## src/rtl/ram_resp_ctrl.sv

```systemverilog
// Word-addressed storage responder for the wr/rd strobe interface.
// Zero-clears the array after reset, then serves 1-cycle reads with write-first forwarding.
module ram_resp_ctrl #(
  parameter int WORD_WIDTH  = 32,
  parameter int INDEX_WIDTH = 4
) (
  input  logic                   clk_i,
  input  logic                   rst_i,
  input  logic                   wr_i,
  input  logic [INDEX_WIDTH-1:0] wr_index_i,
  input  logic [WORD_WIDTH-1:0]  wr_data_i,
  output logic                   wr_ack_o,
  input  logic                   rd_i,
  input  logic [INDEX_WIDTH-1:0] rd_index_i,
  output logic [WORD_WIDTH-1:0]  rd_data_o,
  output logic                   rd_valid_o,
  output logic                   ready_o,
  output logic                   err_o
);

  localparam int DEPTH = 2 ** INDEX_WIDTH;

  typedef enum logic {INIT, READY} state_t;

  state_t                 state;
  logic [INDEX_WIDTH-1:0] clr_idx;
  logic [WORD_WIDTH-1:0]  mem [DEPTH];

  always_ff @(posedge clk_i) begin
    if (rst_i) begin
      state      <= INIT;
      clr_idx    <= '0;
      ready_o    <= 1'b0;
      wr_ack_o   <= 1'b0;
      rd_valid_o <= 1'b0;
      rd_data_o  <= '0;
      err_o      <= 1'b0;
    end else begin
      wr_ack_o   <= 1'b0;
      rd_valid_o <= 1'b0;
      case (state)
        INIT: begin
          clr_idx <= clr_idx + 1'b1;
          // The last clear and the transition share one edge, so READY follows DEPTH clears.
          if (clr_idx == '1) begin
            state   <= READY;
            ready_o <= 1'b1;
          end
          if (wr_i || rd_i) err_o <= 1'b1;
        end
        READY: begin
          wr_ack_o   <= wr_i;
          rd_valid_o <= rd_i;
          if (rd_i) begin
            if (wr_i && (wr_index_i == rd_index_i)) rd_data_o <= wr_data_i;
            else                                    rd_data_o <= mem[rd_index_i];
          end
        end
        default: state <= INIT;
      endcase
    end
  end

  // Storage has no reset of its own; the INIT sweep is what zeroes it.
  always_ff @(posedge clk_i) begin
    if (!rst_i) begin
      if (state == INIT)  mem[clr_idx]    <= '0;
      else if (wr_i)      mem[wr_index_i] <= wr_data_i;
    end
  end

endmodule

```

## config.mk

```make
export PLATFORM = sky130hd
export DESIGN_NAME = ram_resp_ctrl
export DESIGN_NICKNAME = d
export VERILOG_FILES = /design/src/rtl/ram_resp_ctrl.sv
export SDC_FILE = /design/constraint.sdc
export NUM_CORES = 1
export LEC_CHECK = 0
export ABC_AREA = 1
export ABC_CLOCK_PERIOD_IN_PS = 2970
export CAP_MARGIN = 5
export CORE_MARGIN = 5
export CORE_UTILIZATION = 55
export DETAILED_ROUTE_END_ITERATION = 10
export GPL_TIMING_DRIVEN = 0
export HOLD_SLACK_MARGIN = 0.08
export PLACE_DENSITY_LB_ADDON = 0.08
export RECOVER_POWER = 25
export SYNTH_ARGS = -nofsm -noshare
export SYNTH_HDL_FRONTEND = slang
export SYNTH_SLANG_ARGS = --single-unit
export TNS_END_PERCENT = 100
```

## constraint.sdc

```tcl
create_clock -name clk_i -period 2.97 [get_ports clk_i]
set_input_delay 0.297 -clock clk_i [delete_from_list [all_inputs] [get_ports clk_i]]
set_output_delay 0.297 -clock clk_i [all_outputs]
set_load 0.03 [all_outputs]
```

# Word level (Yosys, flattened, before mapping)
# Memory sizes are Yosys's and may differ from the RTL's. A register that Yosys moved wholly into a read port is not among the register bits.
# Index checks and enable logic that the tools add are counted.
[classes]
n_addsub = 1
eq_ne = 1
mux = 12
bitwise_logic = 1
reduce_logical = 6
[op_table]
columns = ["op", "count"]
rows = [
  ["32-bit 2-to-1 mux", 1],
  ["32-bit OR reduction", 1],
  ["1-bit 2-to-1 mux", 10],
  ["2-bit AND reduction", 3],
  ["4-bit by 1-bit adder with 4-bit output, second input constant", 1],
  ["4-bit == test, second input constant", 1],
  ["4-bit 2-to-1 mux", 1],
  ["2-bit OR reduction", 1],
  ["1-bit logical OR", 1],
  ["1-bit NOT", 1],
]
[word_totals]
reg_bits = 9
mem_bits_rw = 512
input_bits = 44
elab_cells = 28
mem_count = 1
[memory_table]
columns = ["memory", "depth", "width", "rd", "rd_clocked_by_memory_dff", "wr", "line", "source"]
rows = [
  ["mem", 16, 32, 1, 1, 1, "27", "logic [WORD_WIDTH-1:0] mem [DEPTH];"],
]

# Longest topological paths before layout
[logic_depth]
ltp_word = 6
ltp_mapped = 14
ltp_nobuf = 12

# Worst setup path after synthesis
# Ideal clock, no wire load.
[synth_path]
path_type = "register to register"
start = "register state"
end = "memory mem[10][0] (enable)"
setup_time_ns = 0.421
t_arrival_ns = 2.358
setup_slack_ns = 0.190
path_stages_with_launch = 7
path_cell_list = "dfxtp_1 > buf_4 > nand2_1 > nor2_4 > o21ai_0 > nand3_1 > nor2_1"
[synth_via]
elab_chain_len = 5
[synth_rtl]
columns = ["element", "line", "source"]
rows = [
  ["start: declaration", "25", "state_t state;"],
  ["start signal: assignment", "31", "state <= INIT;"],
  ["start signal: assignment", "46", "state <= READY;"],
  ["start signal: assignment", "59", "default: state <= INIT;"],
  ["1-bit 2-to-1 mux", "67", "if (state == INIT) mem[clr_idx] <= '0;"],
  ["1-bit 2-to-1 mux", "66", "if (!rst_i) begin"],
  ["1-bit 2-to-1 mux (implied by the code)", "68", "else if (wr_i) mem[wr_index_i] <= wr_data_i;"],
  ["32-bit OR reduction (no line)", "--", ""],
  ["4-bit 2-to-1 mux (no line) / 1-bit 2-to-1 mux (equally long branches)", "--", ""],
  ["end: declaration", "27", ""],
]
# Parallel ways exist; a longest one is shown, timed or not.

# Worst setup path after layout
[layout_path]
start = "register state"
end = "memory mem[10][24] (enable)"
# Same word-level chain as after synthesis.

==> reports/qor.txt <==
Synth area leaders: edfxtp_1 68%, nor2_1 8.8%, o21ai_0 5.1%
via/cell ratio: 5.99
final wirelength: 68.1 mm
die width: 213 um
Setup CP Type: flop to flop
CTS Buffer Depth: 3
die area: 45500 um2
Slew HR: 11.9%
DR iter-0 viols: 2174
vias: 16300
synthesized flop and latch total: 553
I/O pin count: 80
Worst Path Arrival: 3.23 ns
CP required: 3.26 ns
leading cell type in the layout, fill and taps excluded: nor2_1
dpl hpwl: 44.1 mm
fin cells: 2725
outcome: completed
Skew-Pair Late Insertion Delay: 0.60 ns
Mapped Cells: 1997
share of cells above drive strength 1: 8.21%
Final Hold Violating Endpoints: 0
post-synthesis cell type count: 27
endpoints failing setup: 0
initial antenna violation count: 0
setup TNS: 0 ns
CTS buffer count: 55
vias in the first global route: 15700
sequential cell area fraction in the yosys report: 71.3%
H-tree lvl count: 2
most frequent cells in the layout: 515 x nor2_1, 512 x edfxtp_1, 232 x o21ai_0
Tot GR Track Use: 30.0%
die boundary height: 213 um
Max FO, Critical Path: 17
ant diodes: 0
final net count: 2194
GRT overflow: 0
GPL Wtd Cong: 0.858
critical path endpoint category: flop
skew final: 0.0182 ns
CTS tree: yes
CTS Hold Bufs: 0
row cnt: 74
fin. max-slew vios: 0
Mapped Nets: 2042
first-pass GRT wire length: 99.3 mm
Pre-antenna DRT Iters: 5
worst hold path class: input port to flop
maximum clock rate: 0.340 GHz
fin crit period: 2.94 ns
pwr/cell area: 629 nW/um2
DRC Markers: 0
placed cell count: 2622
Layout area overhead: 16.5%
clock net sink count: 553
final core occ: 64.8%
Max-Cap Viols: 0
Routed WL per cell: 25.0 um
Core ar.: 40800 um2
Clk Tree Root Cell: clkbuf_16
Yosys warning count: 0
Synth top area share: 67.7%
largest net degree at the start of global routing: 24
Reg clk slew, reported paths: 0.06 ns
Avg Inst Size Synth: 11.4 um2
Mapped Area: 22700 um2
post-route clock period utilization: 98.9%
Starting Density: 55.7%
area leader, netlist: edfxtp_1
Port Buffer Count: 77
actual slew at the worst max-slew pin: 1.32 ns
VDD IR-drop max: 0.000468 V
crit path launch type: flop
unrepaired setup endpoints after global routing: no
antenna viol nets, final: 0
P_leak: 0.0103 uW
==> cells in the mapped netlist <==
| library cell | instances |
|---|---|
| edfxtp_1 | 512 |
| dfxtp_1 | 41 |
| nand3_2 | 1 |
| buf_4 | 11 |
| nand3_1 | 199 |
| nor2_2 | 1 |
| clkbuf_1 | 58 |
| o21ai_1 | 29 |
| nor2_8 | 1 |
| nand3_4 | 1 |
| a21oi_1 | 5 |
| nor2_4 | 2 |
| o21ai_0 | 232 |
| ha_1 | 1 |
| buf_2 | 40 |
| nand4_1 | 34 |
| nand2_1 | 126 |
| o21a_1 | 32 |
| inv_1 | 75 |
| o211ai_1 | 32 |
| o21ai_2 | 1 |
| inv_2 | 5 |
| nor2_1 | 531 |
| nand2_2 | 4 |
| buf_1 | 18 |
| a31oi_1 | 1 |
| buf_6 | 4 |
==> sequential cells by signal (all words and copies together) (netlist names) <==
name / cells
mem: 512
rd_data_o: 32
clr_idx: 4
err_o: 1
rd_valid_o: 1
ready_o: 1
state: 1
wr_ack_o: 1
==> report_power, final <==
part           internal [uW]  switching [uW]
logic                    333             785
clock network           4140            2920
registers               8470            19.3
==> through the flow <==
step           instance area (um2)  worst slack, ns  power, uW  hold slack, ns
2_1_floorplan                22700            0.190       9280           0.366
3_5_place_dp                 24700           -0.319       9750           0.481
6_report                     26500           0.0315      16700           0.358
5_1_grt                      26500          0.00877      17100           0.379
4_1_cts                      26500            0.169      16700           0.327
3_3_place_gp                 24200            -2.15       9700           0.448
==> final timing paths <==
check                           from                    end  slack [ns]  depth (start not counted)
hold reg to reg   err_o$_SDFFE_PP0P_     err_o$_SDFFE_PP0P_        0.49                          2
setup / recovery    state$_SDFF_PP0_  mem[10][24]$_DFFE_PP_        0.03                          7
hold / removal                  rd_i  rd_valid_o$_SDFF_PP0_        0.36                          3
setup reg to reg    state$_SDFF_PP0_  mem[10][24]$_DFFE_PP_        0.03                          7
==> metal layers <==
layer | part of all wire (%) | vias up | global-route usage, % | wire, um
met5 | 0 | - | 0 | 0
met4 | 4.6 | 0 | 12.9 | 3160
met3 | 9.4 | 198 | 6.24 | 6380
met2 | 47 | 863 | 47.8 | 31800
met1 | 39 | 7935 | 40.7 | 26700
li1 | - | 7315 | - | -
==> timing repair <==
| item | 4_1_cts | 5_1_grt |
|---|---|---|
| endpoints found under the setup margin | 0 | 15 |
| setup buffers | 0 | 1 |
| gates resized for setup | 0 | 0 |
==> final cells by class <==
| cell class | count | area [um2] |
|---|---|---|
| sequential | 553 | 16200 |
| clock buffer | 68 | 1490 |
| multi-input combinational | 1233 | 5720 |
| inverter | 80 | 300 |
| fill | 3123 | 14400 |
| buffer | 131 | 612 |
| clock inverter | 33 | 328 |
| tap | 532 | 666 |
| timing repair buffer | 95 | 1170 |
==> logic make-up (layout without fill, tap and decap cells) <==
kind of cell | after synthesis | after routing | share of synthesized area (%)
DFF | 553 | 553 | 71.3
AOI/OAI and AO/OA | 332 | 332 | 8.04
and+or+nand+nor | 900 | 900 | 16.6
buffers and inverters | 211 | 407 | 4.02
adders and majority gates | 1 | 1 | 0.0551
==> worst max-delay path, cell delays in order, from the launching register on <==
cell and delay, ns:
dfxtp_1 0.30, buf_4 0.16, nand2_1 0.10, nor2_4 0.06, o21ai_0 0.48, nand3_1 0.48
nor2_4 0.79, buf_16 0.25
Power figures use the tool's default switching activity.
